$ cat config.mk
export PLATFORM = sky130hd
export DESIGN_NAME = algorithm_multi_vc
export DESIGN_NICKNAME = d
export VERILOG_FILES = /design/src/rtl/algorithm_multi_vc.sv
export SDC_FILE = /design/constraint.sdc
export NUM_CORES = 1
export LEC_CHECK = 0
export BUFFER_PORTS_ARGS = -buffer_cell sky130_fd_sc_hd__clkbuf_2
export CORE_AREA = 5 5 176 178
export DETAILED_ROUTE_END_ITERATION = 6
export DIE_AREA = 0 0 181 183
export PLACE_DENSITY_LB_ADDON = 0.2
export SYNTH_ARGS = -nofsm -noshare
export SYNTH_HDL_FRONTEND = slang
export SYNTH_SLANG_ARGS = --single-unit
$ cat constraint.sdc
create_clock -name clk -period 3.5 [get_ports clk]
set_input_delay 0.7 -clock clk [delete_from_list [all_inputs] [get_ports clk]]
set_output_delay 0.7 -clock clk [all_outputs]
set_load 0.02 [all_outputs]
$ cat src/rtl/algorithm_multi_vc.sv
// algorithm_multi_vc
//   Route computation and virtual-channel allocation for one router input.
//   - Decodes the target coordinates that come with a header beat.
//   - Picks an output port by dimension-ordered routing (XY or YX).
//   - Allocates a VC on that port and locks the whole packet to that channel.
//   - The channel stays busy until the downstream stage pulses vc_release.
//   The data path is combinational (in -> out[ch]); only the FSM state,
//   lock_ch, vc_busy and drop_count are registered.
//
// Ports
//   clk, rst_n        : clock, asynchronous active-low reset
//   in_t*             : AXIS slave input (TID selects header beats)
//   out_t*            : AXIS master outputs, one per channel (port*VC_NUMBER+vc)
//   current_grant     : preferred VC = current_grant % VC_NUMBER
//   target_x/target_y : destination of the header currently on the input
//   vc_release        : one-cycle pulse per channel that frees it
//   vc_busy           : allocation state per channel
//   drop_count        : saturating count of orphan beats dropped in IDLE
module algorithm_multi_vc #(
  parameter int DATA_WIDTH     = 32,
  parameter int ID_WIDTH       = 4,
`ifdef TDEST_PRESENT
  parameter int DEST_WIDTH     = 4,
`endif
`ifdef TUSER_PRESENT
  parameter int USER_WIDTH     = 4,
`endif
  parameter int VC_NUMBER      = 2,
  parameter int CHANNEL_NUMBER = 5 * VC_NUMBER,
  parameter int MAX_ROUTERS_X  = 4,
  parameter int MAX_ROUTERS_Y  = 4,
  parameter int ROUTER_X       = 0,
  parameter int ROUTER_Y       = 0,
  parameter int ROUTING_MODE   = 0,
  parameter int VC_ALLOC_MODE  = 1,
  parameter logic [ID_WIDTH-1:0] ROUTING_HEADER = '1,
  localparam int X_WIDTH  = $clog2(MAX_ROUTERS_X),
  localparam int Y_WIDTH  = $clog2(MAX_ROUTERS_Y),
  localparam int CH_WIDTH = $clog2(CHANNEL_NUMBER)
) (
  input  logic                                     clk,
  input  logic                                     rst_n,
  input  logic                                     in_tvalid,
  output logic                                     in_tready,
  input  logic [DATA_WIDTH-1:0]                    in_tdata,
  input  logic                                     in_tlast,
  input  logic [ID_WIDTH-1:0]                      in_tid,
`ifdef TDEST_PRESENT
  input  logic [DEST_WIDTH-1:0]                    in_tdest,
  output logic [CHANNEL_NUMBER-1:0][DEST_WIDTH-1:0] out_tdest,
`endif
`ifdef TUSER_PRESENT
  input  logic [USER_WIDTH-1:0]                    in_tuser,
  output logic [CHANNEL_NUMBER-1:0][USER_WIDTH-1:0] out_tuser,
`endif
  output logic [CHANNEL_NUMBER-1:0]                 out_tvalid,
  input  logic [CHANNEL_NUMBER-1:0]                 out_tready,
  output logic [CHANNEL_NUMBER-1:0][DATA_WIDTH-1:0] out_tdata,
  output logic [CHANNEL_NUMBER-1:0]                 out_tlast,
  output logic [CHANNEL_NUMBER-1:0][ID_WIDTH-1:0]   out_tid,
  input  logic [CH_WIDTH-1:0]                      current_grant,
  input  logic [X_WIDTH-1:0]                       target_x,
  input  logic [Y_WIDTH-1:0]                       target_y,
  input  logic [CHANNEL_NUMBER-1:0]                 vc_release,
  output logic [CHANNEL_NUMBER-1:0]                 vc_busy,
  output logic [7:0]                               drop_count
);

  typedef enum logic {IDLE, FORWARD} state_t;

  state_t              state, state_n;
  logic [CH_WIDTH-1:0] lock_ch;
  logic [CH_WIDTH-1:0] sel_ch, fwd_ch;
  logic                sel_ok, fwd_en, alloc, drop;
  int                  port, pref;

  // Port numbering: 0 local, 1 north (y<), 2 east (x>), 3 south (y>), 4 west (x<)
  function automatic int route_port(input logic [X_WIDTH-1:0] tx,
                                    input logic [Y_WIDTH-1:0] ty);
    int x_port, y_port;
    x_port = 0;
    y_port = 0;
    if (int'(tx) > ROUTER_X)      x_port = 2;
    else if (int'(tx) < ROUTER_X) x_port = 4;
    if (int'(ty) < ROUTER_Y)      y_port = 1;
    else if (int'(ty) > ROUTER_Y) y_port = 3;
    if (ROUTING_MODE == 0) return (x_port != 0) ? x_port : y_port;
    else                   return (y_port != 0) ? y_port : x_port;
  endfunction

  function automatic logic [7:0] sat_inc(input logic [7:0] v);
    return (v == 8'hFF) ? v : v + 8'd1;
  endfunction

  // Stage: route + VC selection against the registered busy map
  always_comb begin
    port   = route_port(target_x, target_y);
    pref   = int'(current_grant) % VC_NUMBER;
    sel_ok = 1'b0;
    sel_ch = '0;
    if (!vc_busy[CH_WIDTH'(port * VC_NUMBER + pref)]) begin
      sel_ok = 1'b1;
      sel_ch = CH_WIDTH'(port * VC_NUMBER + pref);
    end else if (VC_ALLOC_MODE == 1) begin
      // Descending scan so the lowest free index is the one that sticks
      for (int v = VC_NUMBER - 1; v >= 0; v--) begin
        if (!vc_busy[CH_WIDTH'(port * VC_NUMBER + v)]) begin
          sel_ok = 1'b1;
          sel_ch = CH_WIDTH'(port * VC_NUMBER + v);
        end
      end
    end
  end

  // Stage: packet FSM and input handshake
  always_comb begin
    state_n   = state;
    fwd_en    = 1'b0;
    fwd_ch    = lock_ch;
    in_tready = 1'b0;
    alloc     = 1'b0;
    drop      = 1'b0;
    // Everything stays quiet while reset is held
    if (rst_n) begin
      unique case (state)
        IDLE: begin
          if (in_tvalid) begin
            if (in_tid == ROUTING_HEADER) begin
              if (sel_ok) begin
                fwd_en    = 1'b1;
                fwd_ch    = sel_ch;
                in_tready = out_tready[sel_ch];
                alloc     = out_tready[sel_ch];
                if (out_tready[sel_ch] && !in_tlast) state_n = FORWARD;
              end
            end else begin
              in_tready = 1'b1;
              drop      = 1'b1;
            end
          end
        end
        FORWARD: begin
          fwd_en    = in_tvalid;
          in_tready = out_tready[lock_ch];
          if (in_tvalid && out_tready[lock_ch] && in_tlast) state_n = IDLE;
        end
        default: state_n = IDLE;
      endcase
    end
  end

  // Stage: output demux, unselected channels carry a zeroed payload
  always_comb begin
    out_tvalid = '0;
    out_tdata  = '0;
    out_tlast  = '0;
    out_tid    = '0;
`ifdef TDEST_PRESENT
    out_tdest  = '0;
`endif
`ifdef TUSER_PRESENT
    out_tuser  = '0;
`endif
    for (int c = 0; c < CHANNEL_NUMBER; c++) begin
      if (fwd_en && fwd_ch == CH_WIDTH'(c)) begin
        out_tvalid[c] = 1'b1;
        out_tdata[c]  = in_tdata;
        out_tlast[c]  = in_tlast;
        out_tid[c]    = in_tid;
`ifdef TDEST_PRESENT
        out_tdest[c]  = in_tdest;
`endif
`ifdef TUSER_PRESENT
        out_tuser[c]  = in_tuser;
`endif
      end
    end
  end

  // Stage: registered control state
  always_ff @(posedge clk or negedge rst_n) begin
    if (!rst_n) begin
      state      <= IDLE;
      lock_ch    <= '0;
      vc_busy    <= '0;
      drop_count <= '0;
    end else begin
      state <= state_n;
      if (alloc) lock_ch <= sel_ch;
      // Release and allocation never hit the same channel: allocation needs it free
      vc_busy <= (vc_busy & ~vc_release) |
                 (alloc ? (CHANNEL_NUMBER'(1) << sel_ch) : '0);
      if (drop) drop_count <= sat_inc(drop_count);
    end
  end

endmodule

==> results of run 1 <==
-- layout make-up --
| cell class | instances | share of cell area |
|---|---|---|
| Antenna cell | 1 | 0.000339 |
| Clock buffer | 4 | 0.0120 |
| Inverter | 7 | 0.00356 |
| Multi-Input combinational cell | 498 | 0.442 |
| Sequential cell | 22 | 0.0748 |
| Tap cell | 390 | 0.0662 |
| Timing Repair Buffer | 454 | 0.401 |
-- timing repair --
item,4_1_cts,5_1_grt
pin swaps,2,16
cloned,0,6
buffers inserted,1,13
endpoints found under the setup margin,133,299
gates resized for setup,26,154
-- worst max-delay path: stages --
cell      delay (ns)
buf_12          0.11
or2_4           0.25
a311oi_2        0.22
o21ai_2         0.10
nor3b_4         0.16
or2_4           0.30
nor3_4          0.27
buf_4           0.17
buf_12          0.14
and2_1          0.14
clkbuf_2        0.16
-- path summary, 6_finish.rpt --
kind                             start              to  slack, ns
max                        target_y[0]  out_tdata[255]       0.06
min                              rst_n   drop_count[7]       0.45
max reg2reg                 vc_busy[7]      lock_ch[0]       1.09
min reg2reg                 vc_busy[9]      vc_busy[9]       0.50
max in group asynchronous        rst_n      vc_busy[1]       2.77
min in group clk            vc_busy[9]      vc_busy[9]       0.50
-- placed cells by master (no fill, tap or decap), types with 13 or more instances in the layout --
cell type / synthesis / layout
clkbuf_2: 0 / 311
buf_12: 0 / 14
conb_1: 1 / 76
dfrtp_1: 22 / 21
buf_2: 16 / 24
clkbuf_4: 0 / 13
and2_1: 296 / 288
buf_6: 6 / 26
buf_4: 85 / 59
nand2_1: 13 / 13
-- routing by layer --
layer | track usage | up-vias
li1 | - | 2487
met1 | 0.151 | 2346
met2 | 0.212 | 249
met3 | 0.0198 | 16
met4 | 0.0180 | 0
met5 | 0 | -
-- cell families after synthesis --
family,count (synthesis)
simple gates,364
mux,8
fa+ha+maj,1
buf+inv,116
other cells,1
xor+xnor,7
flops,22
compound gates,42
-- sequential cells by signal, indices dropped and copies added (netlist names) --
name,count
state,1
vc_busy,10
lock_ch,3
drop_count,8
-- power by group --
| group | switching (W) | internal [W] | total (W) | leakage (nW) |
|---|---|---|---|---|
| Combinational | 0.000331 | 0.000182 | 0.000513 | 3.77 |
| Sequential | 0.0000608 | 0.000294 | 0.000355 | 0.291 |
| Clock | 0.0000911 | 0.000174 | 0.000266 | 0.0442 |
-- per-stage QoR --
step | setup TNS (ns) | std cells | hold WS (ns) | utilization
floorplan | 0 | 636 | 0.404 | -
global placement | -3.92 | 1351 | 0.481 | 0.226
detailed placement | -3.92 | 1351 | 0.492 | 0.226
CTS | -0.221 | 1356 | 0.461 | 0.232
global route | -1.92 | 1375 | 0.490 | 0.252
finish | 0 | 1376 | 0.455 | 0.252
==> impl_metrics.toml, run 1 <==
[timing]
rsz0062_at_grt = "true"
period_needed_ns = 3.44
post-route-worst-setup-slack_ns = 0.0592
final-max-slew-violation-count = 0
timing.clock.skew_ns = 0.00274
achievable-frequency_ghz = 0.291
finalSetupViolCount = 0
period_share = 0.983
timing.final.hold_violations = 0

[floorplanning]
io-pin-count = 467
core_sq_um = 29200
overall_die_width_um = 181
start_util = 0.142
die-height_um = 183
design.die.area_sq_um = 33100
std_cell_rows = 63

[yosys]
synthDistinctLibCells = 59
syn-instance-count = 561
synth_top_family_by_area = "simple AND/OR/NAND/NOR gates"
syn_area_sq_um = 4160
ys_seq_elements = 22
yosys.cell_count.top_type = "and2_1"
synth.cells.most_frequent = "296 x and2_1, 85 x buf_4, 22 x dfrtp_1"
synthesis.yosys.warnings = 0
synth-async-reset-ratio = 1.00
dominantRegCellSynth = "dfrtp_1"
synthMuxAreaShare = 0.0259
synth-seq-area-share = 0.132
post_synth_main_area_contributors = "and2_1 45%, buf_4 15%, dfrtp_1 13%"
synth.avg_cell_area_sq_um = 7.42
number_of_flops_mapped_to_enable_cells_by_yosys = 0
synthSimpleGateAreaFrac = 0.546
synthXorXnorAreaFrac = 0.0147
synth.top_cell.area_share = 0.445
synth_area_in_compound_gates = 0.0800
biggest_area_consumer_among_synthesized_cells = "and2_1"
synth_fa_ha_area_frac = 0.00301

[route]
drtIter0Drc = 188
drt_pass1_iterations = 4
detailroute.via_count = 5098
route.met2.wl_um = 11600
highest-signal-layer = "met4"
routed_wirelength_um = 23100
number_of_vias_per_cell = 3.70
detailed_route_wirelength_on_metal3_um = 1600
m1WireLength_um = 9630
drt_drc_violations_left = 0
detail-route-antenna-nets = 0
post_drt_wl_per_cell_um = 16.8

[critical_path]
crit_fanout = 14
worst_r2r_path_depth = 8
worst-endpoint-arrival_ns = 2.74
cp-start-kind = "input port"
worst-setup-path-type = "input port to output pin"
endpoint_kind = "output pin"
required_ns = 2.80

[power_and_ir_drop]
largest_voltage_drop_on_the_vdd_net_uv = 253
report.power.total_w = 0.00113
p_per_area_nw_per_um2 = 154
total_leakage_power_nw = 4.10

[clock_network]
cts_inserted_buffers = 3
cts_root_buf = "clkbuf_16"
numClockSinks = 22
htree_levels = 1
cts.clk_slew.worst_paths_ns = 0.06
tritoncts_clock_tree = "built"
clock_insertion_delay_worst_skew_ns = 0.25
holdBufCountCts = 0
max-clock-path-buffers = 2

[global_route]
overflow = 0
grt_pass1_wl_um = 31300
grt_use_total = 0.118
antenna_found_initial = 1
pin_count_of_the_biggest_net_entering_global_routing = 28
first_global_vias = 4879

[placement]
gp_congestion = 0.791
placed_cell_area_sq_um = 6620
port_buffers = 385
pre_cts_ws_ns = -0.0742
dpl.hpwl_um = 17700

[run_status]
outcome = "completed"

[worst_hold_path]
holdCritPathClass = "input port to async pin"

[finish]
seq_area_sq_um = 552
final_cell_area_sq_um = 7370
layout-area-overhead-vs-synth_pct = 77.3
drive_gt1_frac = 0.517
num-fill-cells = 3323
final_nets = 1055
multi_input_comb_area_sq_um = 3260

[run]
cap_violations = 0
No activity file was read; power rests on OpenSTA's default activity.
==> run 2: changes to the inputs <==
Settings changed: ABC_AREA set to 1.
==> run 2 against run 1 <==
Area after synthesis is 11% lower. Die area stayed put. Setup slack gained 0.14 ns. Worst hold slack got worse by 0.0056 ns. Wire length down 6.3%. Global-route usage down 0.065 points. Combinational power shrank 8.0%. Largest cell class unchanged. Clock skew rose by 0.00050 ns. Synthesized cell count rose by 19%. Non-clock buffer count decreased by 51.
==> impl_metrics.toml, run 2 <==
[global_route]
first_global_vias = 5009
grt_pass1_wl_um = 30800
grt_use_total = 0.117
pin_count_of_the_biggest_net_entering_global_routing = 38
overflow = 0
antenna_found_initial = 0

[critical_path]
endpoint_kind = "output pin"
worst-endpoint-arrival_ns = 2.60
required_ns = 2.80
worst_r2r_path_depth = 12
worst-setup-path-type = "input port to output pin"
cp-start-kind = "input port"
crit_fanout = 16
regToRegEndpoint = "lock_ch[0]"
worst_reg2reg_setup_slack_ns = 1.43
r2r_start = "vc_busy[5]"

[timing]
finalSetupTns_ns = 0
final-max-slew-violation-count = 0
period_share = 0.943
timing.final.hold_violations = 0
worst_slew_pin_slew_ns = 0.913
rsz0062_at_grt = "false"
period_needed_ns = 3.30
achievable-frequency_ghz = 0.303
relSlewSlack = 0.386
finalSetupViolCount = 0
timing.clock.skew_ns = 0.00325

[route]
drtIter0Drc = 170
post_drt_wl_per_cell_um = 15.1
detailroute.via_count = 5104
drt_drc_violations_left = 0
routed_wirelength_um = 21600
detail-route-antenna-nets = 0
drt_pass1_iterations = 4
number_of_vias_per_cell = 3.56

[floorplanning]
start_util = 0.127
overall_die_width_um = 181
design.die.area_sq_um = 33100
std_cell_rows = 63
core_sq_um = 29200
die-height_um = 183
io-pin-count = 467

[finish]
multi_input_comb_area_sq_um = 2250
layout_commonest_cell = "clkbuf_2"
layoutNonFillerInstCount = 1433
layout-area-overhead-vs-synth_pct = 58.5
final_cell_area_sq_um = 5870
layout.cells.most_common_list = "383 x clkbuf_2, 313 x nor2_1, 76 x inv_1, 76 x conb_1, 52 x nand2_1"
final_nets = 1114
reg.largest.list = "vc_busy x10, drop_count x8, lock_ch x3"
max_ffs_per_register = 10
seq_area_sq_um = 551
largest_register = "vc_busy"
drive_gt1_frac = 0.432
n_antenna_cell = 0
num-fill-cells = 3466

[yosys]
synthesis.yosys.warnings = 0
biggest_area_consumer_among_synthesized_cells = "nor2_1"
synthDistinctLibCells = 33
post_synth_main_area_contributors = "nor2_1 32%, buf_4 15%, dfrtp_1 15%"
synth-seq-area-share = 0.149
ys_seq_elements = 22
synth.avg_cell_area_sq_um = 5.57
dominantRegCellSynth = "dfrtp_1"
synth-async-reset-ratio = 1.00
yosys.cell_count.top_type = "nor2_1"
syn_area_sq_um = 3700
number_of_flops_mapped_to_enable_cells_by_yosys = 0
syn-instance-count = 665
synth.cells.most_frequent = "313 x nor2_1, 76 x buf_4, 76 x inv_1"
synth.top_cell.area_share = 0.317

[run]
cap_violations = 0

[clock_network]
clock_insertion_delay_worst_skew_ns = 0.25
numClockSinks = 22
tritoncts_clock_tree = "built"
post_cts.repair.setup_buffers = 0
htree_levels = 1
max-clock-path-buffers = 2
holdBufCountCts = 0
cts_root_buf = "clkbuf_16"
cts.clk_slew.worst_paths_ns = 0.06
cts_inserted_buffers = 3

[run_status]
outcome = "completed"

[placement]
numPlacedInstances = 1430
port_buffers = 385
gp_congestion = 0.808
dpl.hpwl_um = 17800
placed_cell_area_sq_um = 5780

[power_and_ir_drop]
largest_voltage_drop_on_the_vdd_net_uv = 233
total_leakage_power_nw = 3.86
p_per_area_nw_per_um2 = 180

[worst_hold_path]
holdCritPathClass = "input port to async pin"
run 2: metrics by stage:
stage | util | setup WS [ns] | hold slack, ns | total power, W
5_1_grt | 0.201 | 0.00767 | 0.482 | 0.00113
6_report | 0.201 | 0.198 | 0.449 | 0.00105
4_1_cts | 0.200 | 0.0243 | 0.465 | 0.00106
2_1_floorplan | - | 0.366 | 0.404 | 0.000719
3_5_place_dp | 0.198 | 0.0285 | 0.483 | 0.000820
3_3_place_gp | 0.198 | 0.0472 | 0.481 | 0.000817
run 2: timing repair:
item | in CTS | in global routing
endpoints found under the hold margin | 0 | 0
endpoints found under the setup margin | 0 | 41
gates resized for setup | 0 | 4
run 2: power breakdown:
group | internal, W | switching, W
combinational | 0.000132 | 0.000341
clock | 0.000151 | 0.0000891
sequential | 0.000292 | 0.0000496
total | 0.000574 | 0.000479
run 2: cell families after synthesis:
group / count (synthesis) / synth area share
fa+ha+maj: 1 / 0.00338
other cells: 1 / 0.00101
simple gates: 415 / 0.462
mux: 1 / 0.00304
xor+xnor: 7 / 0.0166
compound gates: 27 / 0.0439
flops: 22 / 0.149
buf+inv: 191 / 0.322
run 2: how the worst max path moves through the flow:
| stage | from | end | slack [ns] | cells after the start |
|---|---|---|---|---|
| after floorplan | target_y[1] | out_tdata[161] | 0.37 | 14 |
| after global placement | in_tid[2] | out_tdata[176] | 0.05 | 11 |
| after detailed placement | in_tid[2] | out_tdata[191] | 0.03 | 11 |
| after CTS | in_tid[2] | out_tdata[191] | 0.02 | 11 |
| after global routing | target_x[0] | out_tdata[77] | 0.008 | 16 |
| final | target_y[0] | out_tdata[77] | 0.20 | 16 |
run 2: metal layers:
layer	GRT usage	routed length, um	part of all wire
met1	0.142	8690	0.40
met5	0	0	0
met4	0.0180	295	0.014
met3	0.0262	1680	0.078
met2	0.217	10900	0.51
run 2: critical path, stage by stage:
cell      delay [ns]
clkbuf_2        0.11
inv_1           0.05
nand2_1         0.08
nand3_1         0.11
inv_2           0.04
nor2_2          0.16
nor2_4          0.07
inv_4           0.06
nand2_4         0.07
o21ai_2         0.25
nand2_2         0.14
nor2_4          0.13
inv_2           0.09
buf_4           0.21
nor2_1          0.12
clkbuf_2        0.19
run 2: cell type report:
cell class | count | share of cell area
multi-input combinational | 527 | 0.384
timing repair buffer | 403 | 0.369
sequential | 22 | 0.0938
tap | 390 | 0.0832
inverter | 88 | 0.0578
clock buffer | 3 | 0.0128
==> run 3: changes to the inputs <==
--- a/config.mk
+++ b/config.mk
@@ -12,4 +12,5 @@
 export DIE_AREA = 0 0 181 183
 export PLACE_DENSITY_LB_ADDON = 0.2
+export SETUP_SLACK_MARGIN = 0.05
 export SYNTH_ARGS = -nofsm -noshare
 export SYNTH_HDL_FRONTEND = slang
==> constraint.sdc (replaced) <==
create_clock -name clk -period 3.5 [get_ports clk]
set_input_delay 0.35 -clock clk [delete_from_list [all_inputs] [get_ports clk]]
set_output_delay 0.35 -clock clk [all_outputs]
set_load 0.05 [all_outputs]
==> run 3 against run 2 <==
Core utilization fell by 0.43 points. Critical endpoint is now out_tdata[76]. Global-route usage rose by 0.21 points. Sequential share of layout area rose by 0.20 points. Critical path depth fell by 2. Power rose by 19%. Maximum frequency rose by 8.2%. Final cell count fell by 0.63%. Wire length rose by 0.20%. Die area did not move. Highest routed layer unchanged.
==> impl_metrics.toml, run 3 (synthesis results as in run 2) <==
[critical_path]
worst_reg2reg_setup_slack_ns = 1.47
slowest_delay_ns = 0.61
worstPathCellList = "inv_1, nand2_1, nand3_2, nor2_4, inv_4, a21oi_1, nor2_2, inv_1, nor2_2, inv_2, nor2_4, inv_2, nor2_1, clkbuf_2"
worst-endpoint-arrival_ns = 2.70
crit_fanout = 37
endpoint_kind = "output pin"
cp-start-kind = "register"
timing.critical_path.slowest_stage_cell = "inv_2"
worst-setup-path-type = "register to output pin"
required_ns = 3.15

[timing]
timing.clock.skew_ns = 0.00193
finalSetupViolCount = 0
achievable-frequency_ghz = 0.328
rsz0062_at_grt = "false"
timing.final.hold_violations = 0
finalSetupTns_ns = 0
final-max-slew-violation-count = 0
worst_hold_slack_ns = 0.114
period_needed_ns = 3.05
relSlewSlack = 0.343
period_share = 0.872
worst_slew_pin_slew_ns = 0.977

[floorplanning]
core_sq_um = 29200
die-height_um = 183
overall_die_width_um = 181
design.die.area_sq_um = 33100
std_cell_rows = 63
io-pin-count = 467
start_util = 0.127

[global_route]
grt_pass1_wl_um = 31500
first_global_vias = 5175
grt_use_total = 0.119
pin_count_of_the_biggest_net_entering_global_routing = 38
overflow = 0
antenna_found_initial = 0

[clock_network]
cts.clk_slew.worst_paths_ns = 0.06
clock_insertion_delay_worst_skew_ns = 0.25
tritoncts_clock_tree = "built"
htree_levels = 1
post_cts.repair.setup_buffers = 0
post_cts_resized = 0
numClockSinks = 22
cts_inserted_buffers = 3
cts_root_buf = "clkbuf_16"
holdBufCountCts = 0
max-clock-path-buffers = 2

[power_and_ir_drop]
total_leakage_power_nw = 3.79
largest_voltage_drop_on_the_vdd_net_uv = 548
p_per_area_nw_per_um2 = 219
report.power.total_w = 0.00126

[route]
detail-route-antenna-nets = 0
post_drt_wl_per_cell_um = 15.2
detailroute.via_count = 5099
drt_pass1_iterations = 4
drtIter0Drc = 225
routed_wirelength_um = 21600
drt_drc_violations_left = 0
number_of_vias_per_cell = 3.58

[run_status]
outcome = "completed"

[finish]
layout-area-overhead-vs-synth_pct = 55.1
drive_gt1_frac = 0.427
final_nets = 1105
layout_commonest_cell = "clkbuf_2"
largest_register = "vc_busy"
max_ffs_per_register = 10
reg.largest.list = "vc_busy x10, drop_count x8, lock_ch x3"
n_antenna_cell = 0
layout.cells.most_common_list = "385 x clkbuf_2, 313 x nor2_1, 76 x inv_1, 76 x conb_1, 52 x nand2_1"
num-fill-cells = 3512

[placement]
gp_congestion = 0.786
dpl.hpwl_um = 17600
port_buffers = 385

[run]
cap_violations = 0

[worst_hold_path]
holdCritPathClass = "input port to async pin"
-- run 3: cell types whose count changed in the layout (fill, tap and decap cells not counted) --
cell	change
clkbuf_2	+2
buf_2	-2
inv_4	+1
buf_4	-5
nor2_2	+1
inv_6	-1
nor2_4	-1
buf_12	-4
-- run 3: layout make-up --
cell class / count / area, sq um / share of cell area
Multi-Input combinational cell: 527 / 2250 / 0.391
Sequential cell: 22 / 551 / 0.0959
Tap cell: 390 / 488 / 0.0850
Timing Repair Buffer: 394 / 2040 / 0.356
Inverter: 88 / 337 / 0.0586
Clock buffer: 3 / 75.1 / 0.0131
-- run 3: per-layer routing --
| metal | vias to the layer above | part of all wire | global-route usage |
|---|---|---|---|
| met2 | 241 | 0.51 | 0.224 |
| met3 | 19 | 0.079 | 0.0232 |
| met4 | 0 | 0.011 | 0.0192 |
| met1 | 2293 | 0.40 | 0.143 |
| met5 | - | 0 | 0 |
| li1 | 2546 | - | - |
-- run 3: where the power goes --
group	total (W)	leakage, nW	internal, W	switching [W]
Clock	0.000239	0.0370	0.000151	0.0000879
Combinational	0.000676	3.46	0.000128	0.000548
Sequential	0.000343	0.296	0.000292	0.0000509
Total	0.00126	3.79	0.000570	0.000687
-- run 3: final timing paths --
kind | start | to | depth (start not counted)
min | rst_n | vc_busy[2] | 2
max in group asynchronous | rst_n | lock_ch[0] | 2
min in group clk | vc_release[2] | vc_busy[2] | 2
max | vc_busy[4] | out_tdata[76] | 14
min reg2reg | vc_busy[2] | vc_busy[2] | 2
max reg2reg | drop_count[0] | drop_count[1] | 4
-- run 3: worst max-delay path: cells and delay by family (launching register included) --
| family | cells | cell delay (ns) |
|---|---|---|
| AO/OA/AOI/OAI | 1 | 0.15 |
| AND/OR/NAND/NOR | 7 | 0.66 |
| flip-flops | 1 | 0.35 |
| buffers and inverters | 6 | 1.23 |
-- run 3: metrics by stage --
| stage | cell area [sq um] | instances | setup WS, ns | util |
|---|---|---|---|---|
| after CTS | 5740 | 1424 | 0.370 | 0.196 |
| after detailed placement | 5670 | 1421 | 0.392 | 0.194 |
| after floorplan | 3980 | 740 | 0.148 | - |
| after global placement | 5670 | 1421 | 0.450 | 0.194 |
| after global routing | 5740 | 1424 | 0.165 | 0.196 |
| final | 5740 | 1424 | 0.449 | 0.196 |
